### src/rtl/flag_branch_unit_if.sv
// ---------------------------------------------------------------------------
// flag_branch_unit_if
// Bundles the EX flag-writer, ID branch and fetch-redirect signals of the
// flag/branch unit so they can travel as one port.
//
//   stall          pipeline freeze
//   ex_valid       EX holds a real instruction
//   ex_flag_we     per-flag write mask {Z,V,N}
//   ex_flag        ALU flags {Z,V,N}
//   id_br_valid    branch present in ID
//   id_br_reg      1 = BR (register target), 0 = B (PC-relative)
//   id_cond        3-bit condition code
//   id_pc_plus2    PC of the branch + 2
//   id_imm         signed word offset for B
//   id_rs_val      register target for BR
//   flags          architectural flag register {Z,V,N}
//   hazard_stall   ID/IF stall request (combinational)
//   redirect_valid one-cycle redirect pulse to fetch
//   redirect_pc    redirect target
//   br_cnt         resolved-branch counter (saturating)
//   taken_cnt      taken-branch counter (saturating)
//
// slave  : the flag/branch unit itself
// master : whoever drives the pipeline side (core or testbench)
// ---------------------------------------------------------------------------
interface flag_branch_unit_if #(
    parameter int PC_W  = 16,
    parameter int IMM_W = 9
);
    logic             stall;
    logic             ex_valid;
    logic [2:0]       ex_flag_we;
    logic [2:0]       ex_flag;
    logic             id_br_valid;
    logic             id_br_reg;
    logic [2:0]       id_cond;
    logic [PC_W-1:0]  id_pc_plus2;
    logic [IMM_W-1:0] id_imm;
    logic [PC_W-1:0]  id_rs_val;
    logic [2:0]       flags;
    logic             hazard_stall;
    logic             redirect_valid;
    logic [PC_W-1:0]  redirect_pc;
    logic [PC_W-1:0]  br_cnt;
    logic [PC_W-1:0]  taken_cnt;

    modport slave (
        input  stall, ex_valid, ex_flag_we, ex_flag,
        input  id_br_valid, id_br_reg, id_cond, id_pc_plus2, id_imm, id_rs_val,
        output flags, hazard_stall, redirect_valid, redirect_pc, br_cnt, taken_cnt
    );

    modport master (
        output stall, ex_valid, ex_flag_we, ex_flag,
        output id_br_valid, id_br_reg, id_cond, id_pc_plus2, id_imm, id_rs_val,
        input  flags, hazard_stall, redirect_valid, redirect_pc, br_cnt, taken_cnt
    );
endinterface

### src/rtl/flag_branch_unit.sv
// ---------------------------------------------------------------------------
// flag_branch_unit
// Holds the {Z,V,N} flag register written by EX under a per-flag mask,
// evaluates branch conditions for B/BR sitting in ID, and issues a
// registered one-cycle redirect (valid + target) to fetch. A branch that
// reads flags while EX is still writing them is held for one cycle, unless
// flag forwarding is built in. Saturating counters track resolved and
// taken branches.
//
// Ports:
//   clk  clock
//   rst  synchronous active-high reset
//   bus  flag_branch_unit_if.slave (see the interface file for the list)
//
// Build option:
//   FLAG_FWD_EN  when defined, the condition is evaluated on flags forwarded
//                from EX, so the HOLD cycle never happens and hazard_stall
//                is tied low.
//
// state | meaning
// ------+----------------------------------------------------------------
// IDLE  | resolve a branch in ID now, or detect a flag hazard and stall
// HOLD  | EX write has landed in the flag register; resolve the held branch
// ---------------------------------------------------------------------------
module flag_branch_unit #(
    parameter int PC_W  = 16,
    parameter int IMM_W = 9
) (
    input  logic              clk,
    input  logic              rst,
    flag_branch_unit_if.slave bus
);
    typedef enum logic {
        S_IDLE = 1'b0,
        S_HOLD = 1'b1
    } state_t;

    localparam logic [PC_W-1:0] CNT_ONE = {{(PC_W-1){1'b0}}, 1'b1};

    state_t            state_q, state_d;
    logic [2:0]        flags_q, flags_d;
    logic              redirect_valid_q;
    logic [PC_W-1:0]   redirect_pc_q;
    logic [PC_W-1:0]   br_cnt_q;
    logic [PC_W-1:0]   taken_cnt_q;

    logic              br_act;
    logic              hazard;
    logic              hazard_stall;
    logic              resolve;
    logic              taken;
    logic [2:0]        eval_flags;
    logic [PC_W-1:0]   br_off;
    logic [PC_W-1:0]   target;

    // Masked flag merge; also the forwarded view of the flags.
    always_comb begin
        flags_d = flags_q;
        for (int i = 0; i < 3; i++) begin
            if (bus.ex_valid && bus.ex_flag_we[i]) begin
                flags_d[i] = bus.ex_flag[i];
            end
        end
    end

`ifdef FLAG_FWD_EN
    assign eval_flags = flags_d;
`else
    assign eval_flags = flags_q;
`endif

    // Condition evaluation on {Z,V,N}.
    always_comb begin
        taken = 1'b0;
        case (bus.id_cond)
            3'b000:  taken = ~eval_flags[2];
            3'b001:  taken = eval_flags[2];
            3'b010:  taken = ~eval_flags[2] & ~eval_flags[0];
            3'b011:  taken = eval_flags[0];
            3'b100:  taken = eval_flags[2] | ~eval_flags[0];
            3'b101:  taken = eval_flags[2] | eval_flags[0];
            3'b110:  taken = eval_flags[1];
            default: taken = 1'b1;
        endcase
    end

    // Sign-extended word offset shifted to a byte offset, built directly at
    // PC width so the add below wraps naturally.
    for (genvar gi = 0; gi < PC_W; gi++) begin : g_off
        if (gi == 0) begin : g_lsb
            assign br_off[gi] = 1'b0;
        end else if (gi - 1 < IMM_W) begin : g_imm
            assign br_off[gi] = bus.id_imm[gi-1];
        end else begin : g_sext
            assign br_off[gi] = bus.id_imm[IMM_W-1];
        end
    end

    assign target = bus.id_br_reg ? bus.id_rs_val : (bus.id_pc_plus2 + br_off);

    // A branch seen while the redirect pulse is out is on the wrong path.
    assign br_act = bus.id_br_valid & ~redirect_valid_q;
    assign hazard = br_act & bus.ex_valid & (|bus.ex_flag_we) & (bus.id_cond != 3'b111);

    always_comb begin
        state_d      = state_q;
        hazard_stall = 1'b0;
        resolve      = 1'b0;
        case (state_q)
            S_IDLE: begin
`ifdef FLAG_FWD_EN
                resolve = br_act;
`else
                if (hazard) begin
                    hazard_stall = 1'b1;
                    state_d      = S_HOLD;
                end else begin
                    resolve = br_act;
                end
`endif
            end
            S_HOLD: begin
                resolve = 1'b1;
                state_d = S_IDLE;
            end
            default: state_d = S_IDLE;
        endcase
    end

    always_ff @(posedge clk) begin
        if (rst) begin
            state_q          <= S_IDLE;
            flags_q          <= 3'b000;
            redirect_valid_q <= 1'b0;
            redirect_pc_q    <= '0;
            br_cnt_q         <= '0;
            taken_cnt_q      <= '0;
        end else if (!bus.stall) begin
            state_q          <= state_d;
            flags_q          <= flags_d;
            redirect_valid_q <= resolve & taken;
            if (resolve) begin
                redirect_pc_q <= target;
                if (~&br_cnt_q) begin
                    br_cnt_q <= br_cnt_q + CNT_ONE;
                end
                if (taken && ~&taken_cnt_q) begin
                    taken_cnt_q <= taken_cnt_q + CNT_ONE;
                end
            end
        end
    end

    assign bus.flags          = flags_q;
    assign bus.hazard_stall   = hazard_stall;
    assign bus.redirect_valid = redirect_valid_q;
    assign bus.redirect_pc    = redirect_pc_q;
    assign bus.br_cnt         = br_cnt_q;
    assign bus.taken_cnt      = taken_cnt_q;

endmodule

### src/flat_wrapper.sv
// flat-port wrapper written by rule: the top's interface ports become plain ports
module flag_branch_unit_flat 
#(
    parameter int PC_W  = 16,
    parameter int IMM_W = 9
)
  (clk, rst, bus_stall, bus_ex_valid, bus_ex_flag_we, bus_ex_flag, bus_id_br_valid, bus_id_br_reg, bus_id_cond, bus_id_pc_plus2, bus_id_imm, bus_id_rs_val, bus_flags, bus_hazard_stall, bus_redirect_valid, bus_redirect_pc, bus_br_cnt, bus_taken_cnt);
  flag_branch_unit_if #(.PC_W(PC_W), .IMM_W(IMM_W)) bus_i ();
  input  logic clk;
  input  logic rst;
  input wire logic [$bits(bus_i.stall)-1:0] bus_stall;
  input wire logic [$bits(bus_i.ex_valid)-1:0] bus_ex_valid;
  input wire logic [$bits(bus_i.ex_flag_we)-1:0] bus_ex_flag_we;
  input wire logic [$bits(bus_i.ex_flag)-1:0] bus_ex_flag;
  input wire logic [$bits(bus_i.id_br_valid)-1:0] bus_id_br_valid;
  input wire logic [$bits(bus_i.id_br_reg)-1:0] bus_id_br_reg;
  input wire logic [$bits(bus_i.id_cond)-1:0] bus_id_cond;
  input wire logic [$bits(bus_i.id_pc_plus2)-1:0] bus_id_pc_plus2;
  input wire logic [$bits(bus_i.id_imm)-1:0] bus_id_imm;
  input wire logic [$bits(bus_i.id_rs_val)-1:0] bus_id_rs_val;
  output wire logic [$bits(bus_i.flags)-1:0] bus_flags;
  output wire logic [$bits(bus_i.hazard_stall)-1:0] bus_hazard_stall;
  output wire logic [$bits(bus_i.redirect_valid)-1:0] bus_redirect_valid;
  output wire logic [$bits(bus_i.redirect_pc)-1:0] bus_redirect_pc;
  output wire logic [$bits(bus_i.br_cnt)-1:0] bus_br_cnt;
  output wire logic [$bits(bus_i.taken_cnt)-1:0] bus_taken_cnt;
  assign bus_i.stall = bus_stall;
  assign bus_i.ex_valid = bus_ex_valid;
  assign bus_i.ex_flag_we = bus_ex_flag_we;
  assign bus_i.ex_flag = bus_ex_flag;
  assign bus_i.id_br_valid = bus_id_br_valid;
  assign bus_i.id_br_reg = bus_id_br_reg;
  assign bus_i.id_cond = bus_id_cond;
  assign bus_i.id_pc_plus2 = bus_id_pc_plus2;
  assign bus_i.id_imm = bus_id_imm;
  assign bus_i.id_rs_val = bus_id_rs_val;
  assign bus_flags = bus_i.flags;
  assign bus_hazard_stall = bus_i.hazard_stall;
  assign bus_redirect_valid = bus_i.redirect_valid;
  assign bus_redirect_pc = bus_i.redirect_pc;
  assign bus_br_cnt = bus_i.br_cnt;
  assign bus_taken_cnt = bus_i.taken_cnt;
  flag_branch_unit #(.PC_W(PC_W), .IMM_W(IMM_W)) u_core (.clk(clk), .rst(rst), .bus(bus_i));
endmodule
### config.mk
export PLATFORM = sky130hd
export DESIGN_NAME = flag_branch_unit_flat
export DESIGN_NICKNAME = d
export VERILOG_FILES = /design/src/rtl/flag_branch_unit_if.sv /design/src/rtl/flag_branch_unit.sv /design/src/flat_wrapper.sv
export SDC_FILE = /design/constraint.sdc
export NUM_CORES = 1
export LEC_CHECK = 0
export ABC_AREA = 1
export CAP_MARGIN = 5
export CORE_UTILIZATION = 35
export DETAILED_ROUTE_END_ITERATION = 7
export DONT_BUFFER_PORTS = 1
export SKIP_LAST_GASP = 1
export SYNTH_ARGS = -nofsm -noshare
export SYNTH_HDL_FRONTEND = slang
export SYNTH_SLANG_ARGS = --single-unit
### constraint.sdc
create_clock -name clk -period 1.9 [get_ports clk]
set_input_delay 0.38 -clock clk [delete_from_list [all_inputs] [get_ports clk]]
set_output_delay 0.38 -clock clk [all_outputs]
set_load 0.005 [all_outputs]
# Yosys cells after proc, flatten, opt, wreduce, memory -nomap -nowiden
# Index checks and enable logic that the tools add are counted.
[word_totals]
regBits = 53
latch_bits = 0
mem_bits_rw = 0
romBits = 0
input_bits = 56
out_inout_bits = 53
wordCells = 54
memories = 0
[op_classes]
addsub = 3
mul = 0
div_mod_pow = 0
n_lt_le_gt_ge = 0
n_eq_ne = 7
n_shift = 0
n_mux = 7
n_bitwise = 14
reduce_logical = 15
[op_table]
columns = ["cell", "count"]
rows = [
  ["$add A16 B1 Y16 const B", 2],
  ["$reduce_and A16 Y1", 2],
  ["$add A16 B16 Y16", 1],
  ["$mux W16", 1],
  ["$eq A3 B3 Y1 const B", 3],
  ["$reduce_and A2 Y1", 4],
  ["$pmux W1 S7", 1],
  ["$and A1 B1 Y1", 6],
  ["$eq A3 B2 Y1 const B", 2],
  ["$not A1 Y1", 6],
  ["$reduce_and A3 Y1", 2],
  ["$logic_and A1 B1 Y1", 4],
  ["$pmux W1 S2", 2],
  ["$eq A3 B1 Y1 const B", 1],
  ["$logic_not A3 Y1", 1],
  ["$mux W1", 3],
  ["$ne A3 B3 Y1 const B", 1],
  ["$reduce_or A3 Y1", 1],
  ["$or A1 B1 Y1", 2],
  ["$logic_not A1 Y1", 1],
]

# Depth between registers and ports, before layout
# Gate-level depths: netlist of run 1.
[logic_depth]
word_depth = 8
depth_mapped = 12
ltp_nobuf = 12

# Worst setup path before layout of run 1
# No wires, ideal clock.
[synth_timing]
path_type = "in2reg"
from = "input bus_id_imm[0]"
to = "register u_core.redirect_pc_q[13] (netlist: u_core.bus.redirect_pc[13])"
setup_time_ns = 0.132
arrival_ns = 1.565
t_required_ns = 1.768
path_slack_ns = 0.203
stages = 11
path_buffers = 0
path_cell_list = "ha_1 -> inv_1 -> fa_1 -> inv_1 -> nand3_1 -> nand3_1 -> nand3_1 -> nand4_1 -> nand3_1 -> nand2_1 -> a21oi_1"
[synth_between]
elab_chain_cells = 2
[synth_rtl]
columns = ["element", "line_no", "rtl"]
rows = [
  ["start: declaration", "flat_wrapper.sv:19", "input wire logic [$bits(bus_i.id_imm)-1:0] bus_id_imm;"],
  ["$add A16 B16 Y16", "flag_branch_unit.sv:99", "assign target = bus.id_br_reg ? bus.id_rs_val : (bus.id_pc_plus2 + br_off);"],
  ["$mux W16", "flag_branch_unit.sv:99", ""],
  ["end signal: assignment", "flag_branch_unit.sv:143", "redirect_pc_q <= target;"],
  ["end: declaration", "flag_branch_unit.sv:43", "logic [PC_W-1:0] redirect_pc_q;"],
]
# No other way between the ends.
# A chain may end at the register's enable or synchronous reset.

# Worst setup path in the final report of run 1
[layout_timing]
from = "register u_core.br_cnt_q[0] (netlist: u_core.bus.br_cnt[0])"
to = "register u_core.br_cnt_q[3] (netlist: u_core.bus.br_cnt[3])"
[layout_between]
elab_chain_cells = 3
elab_cells_between_ends = 4
classes_between = "add/sub: 1; bitwise: 1; reduce/logical: 2"
[layout_rtl]
columns = ["element", "line_no", "rtl"]
rows = [
  ["start: declaration", "flag_branch_unit.sv:44", "logic [PC_W-1:0] br_cnt_q;"],
  ["start signal: assignment", "flag_branch_unit.sv:145", "br_cnt_q <= br_cnt_q + CNT_ONE;"],
  ["branches (longest 3 deep; another with $add A16 B1 Y16)", "n/a", ""],
]
# Several ways; the timed one is not identified.

==> results of run 1 <==
## final timing paths
check / cells after the start / endpoint / start
max: 10 / u_core.bus.br_cnt[3] / u_core.bus.br_cnt[0]
min: 1 / u_core.bus.br_cnt[4] / rst
max reg2reg: 10 / u_core.bus.br_cnt[3] / u_core.bus.br_cnt[0]
min reg2reg: 2 / u_core.bus.redirect_pc[12] / u_core.bus.redirect_pc[12]
## cells in the final DEF (no fill, tap or decap), types with 19 or more instances in the layout
cell type,n
a21oi_1,49
buf_4,29
dfxtp_1,53
inv_1,75
nand2_1,159
nand3_1,41
nand4_1,21
nor2_1,53
o21ai_0,20
xor2_1,19
## final cells by class
type | instances | area [um2] | share of cell area [%]
Clock inverter | 1 | 7.51 | 0.179
Inverter | 77 | 289 | 6.88
Timing Repair Buffer | 29 | 218 | 5.18
Sequential cell | 53 | 1060 | 25.3
Clock buffer | 7 | 76.3 | 1.82
Tap cell | 136 | 170 | 4.05
Multi-Input combinational cell | 443 | 2380 | 56.6
## cells by family after synthesis
| group | Yosys count |
|---|---|
| and+or+nand+nor | 314 |
| buffers and inverters | 95 |
| AOI/OAI and AO/OA | 87 |
| DFF | 53 |
| xor gates and xnor gates | 25 |
| adders and majority gates | 17 |
## registers in the layout (all words and copies together), names as in the netlist
register                   cells
u_core.bus.redirect_valid      1
u_core.bus.flags               3
u_core.bus.br_cnt             16
u_core.bus.redirect_pc        16
u_core.state_q                 1
u_core.bus.taken_cnt          16
## critical path: stages, from the launching register on
cell and delay (ps):
dfxtp_1 350, ha_1 170, nand2_1 110, nor3_4 230
nand2_4 110, nor2_8 140, nand2_4 60, nand2_4 180
o21ai_0 100, nand2_1 60, nor2_1 40
## Yosys cell counts, types with 3 or more instances
cell type / instances / area share, %
nor2_1: 53 / 5.2
nand2_1: 159 / 16
clkbuf_1: 10 / 0.98
dfxtp_1: 53 / 28
a31oi_1: 7 / 1.1
xnor2_1: 6 / 1.4
nand2_4: 3 / 0.88
nand2_2: 10 / 1.6
buf_2: 4 / 0.52
ha_1: 16 / 5.2
nand4_1: 21 / 3.4
nand3_1: 41 / 5.3
a21oi_2: 9 / 2.1
o21ai_0: 20 / 2.6
xor2_1: 19 / 4.3
a21oi_1: 49 / 6.4
nor3_1: 10 / 1.3
inv_1: 75 / 7.3
nor4_1: 4 / 0.65
## per-stage QoR
stage / area (um2) / hold WS [ps] / setup slack (ps) / utilization (%)
detailed placement: 4120 / 446 / 65.7 / 39.4
CTS: 4200 / 99.4 / 183 / 40.2
global placement: 4120 / 446 / 98.9 / 39.4
floorplan: 3840 / 461 / 203 / -
global route: 4200 / 86.6 / 35.7 / 40.2
finish: 4200 / 112 / 204 / 40.2
## report_power, final
group | switching (mW) | internal (mW) | total (mW)
clock | 0.402 | 0.263 | 0.665
combinational | 0.306 | 0.177 | 0.483
sequential | 0.0345 | 1.15 | 1.19
total | 0.743 | 1.59 | 2.33
## routing by layer
metal	share of wire (%)	vias to the layer above
li1	-	1962
met1	44	1653
met2	47	106
met3	7.4	13
met4	1.6	0
met5	0	-
==> impl_metrics.yaml, run 1 <==
timing:
  setup-tns-final_ps: 0
  finClkSkew_ps: 9.20
  finalMaxSlewViolations: 0
  rsz0062_at_grt: "false"
  post-route-period-util_pct: 89.2
  period_needed_ps: 1700
  tightest_slew_ps: 634
  fmax_mhz: 590
  finalSetupViolCount: 0
  hold_violations: 0
  maxSlewHeadroom_pct: 57.7
logic_synthesis:
  synth_xor_area_share_pct: 5.71
  async_reset_ff_share_pct: 0
  synthAdderAreaFrac_pct: 5.74
  synth_edf_count: 0
  yosys_warnings: 0
  synthCells: 591
  yosys.area_share.simple_pct: 37.8
  synth-compound-area-share_pct: 12.8
  synth_top_family_by_area: "simple AND/OR/NAND/NOR gates"
  yosysSeqAreaShare_pct: 27.6
  syn_nets: 664
  synth_cell_types: 35
  avgSynthCellArea_um2: 6.49
  ys_seq_elements: 53
  synthFlopType: "dfxtp_1"
  synthMuxAreaShare_pct: 0
  syn-cell-area_um2: 3840
place:
  port_buffers: 0
  gp_congestion: 0.846
  hpwlAfterDp_mm: 7.66
  placed_cells: 738
drt:
  final_antenna_net_count: 0
  wl_per_cell_um: 13.4
  routed_wl_mm: 9.99
  drtIter0Drc: 227
  drc: 0
  first_pass_iters: 4
  via_count: 3734
  viasPerCell: 5.01
clock_network:
  ctsResizeCount: 0
  clock_latency_ps: 310
  cts_max_level: 2
  cts_root_buf: "clkbuf_8"
  cts_setup_buffers: 0
  cts_buffers: 5
  cts_buffer_depth: 2
  clkTransAtPathRegs_ps: 100
  cts-hold-fix-buffers: 0
  cts_tree: "yes"
  clock_sinks: 53
final_layout:
  syn2layout_area_growth_pct: 9.49
  fill_cells: 1156
  antenna_cells: 0
  final_nets: 682
  layout-drive-gt1-share_pct: 11.5
  final_cells: 746
setup_path:
  crit_required_ps: 2110
  regToRegSetupSlack_ps: 200
  cp-start-kind: "register"
  crit_fanout: 13
  worstSetupPathType: "reg2reg"
  cp.arrival_ps: 1900
  worstSetupEndpointType: "register"
floorplanning:
  rows: 37
  die_h_um: 107
  die_x_um: 107
  start_util_pct: 36.7
  die_area_um2: 11400
  core_area_um2: 10500
  io_pins: 109
grt:
  grt_pass1_vias: 3591
  grt_pass1_wl_mm: 16.7
  grt-busiest-layer: "met2"
  antenna_found_initial: 0
  gr-total-overflow: 0
  grt_util_met3_pct: 4.68
  grt_usage_pct: 18.0
  grt_max_degree: 36
  use_met1_pct: 21.7
  globalRouteMet2Util_pct: 31.1
power_and_ir_drop:
  powerDensity_nw_per_um2: 556
  p_leak_nw: 1.87
  p_total_mw: 2.33
  ir_drop_mv: 0.301
min_path:
  min_path_type: "in2reg"
status:
  outcome: "finished clean"
flow_run:
  drv_cap: 0
(Power assumes the default switching activity.)
==> run 2: changes to the inputs <==
--- a/config.mk
+++ b/config.mk
@@ -11,6 +11,7 @@
 export DETAILED_ROUTE_END_ITERATION = 7
 export DONT_BUFFER_PORTS = 1
 export SKIP_LAST_GASP = 1
+export SLEW_MARGIN = 20
 export SYNTH_ARGS = -nofsm -noshare
 export SYNTH_HDL_FRONTEND = slang
 export SYNTH_SLANG_ARGS = --single-unit
==> results of run 2 <==
No change in the layout: final DEF, timing and power equal those of run 1.
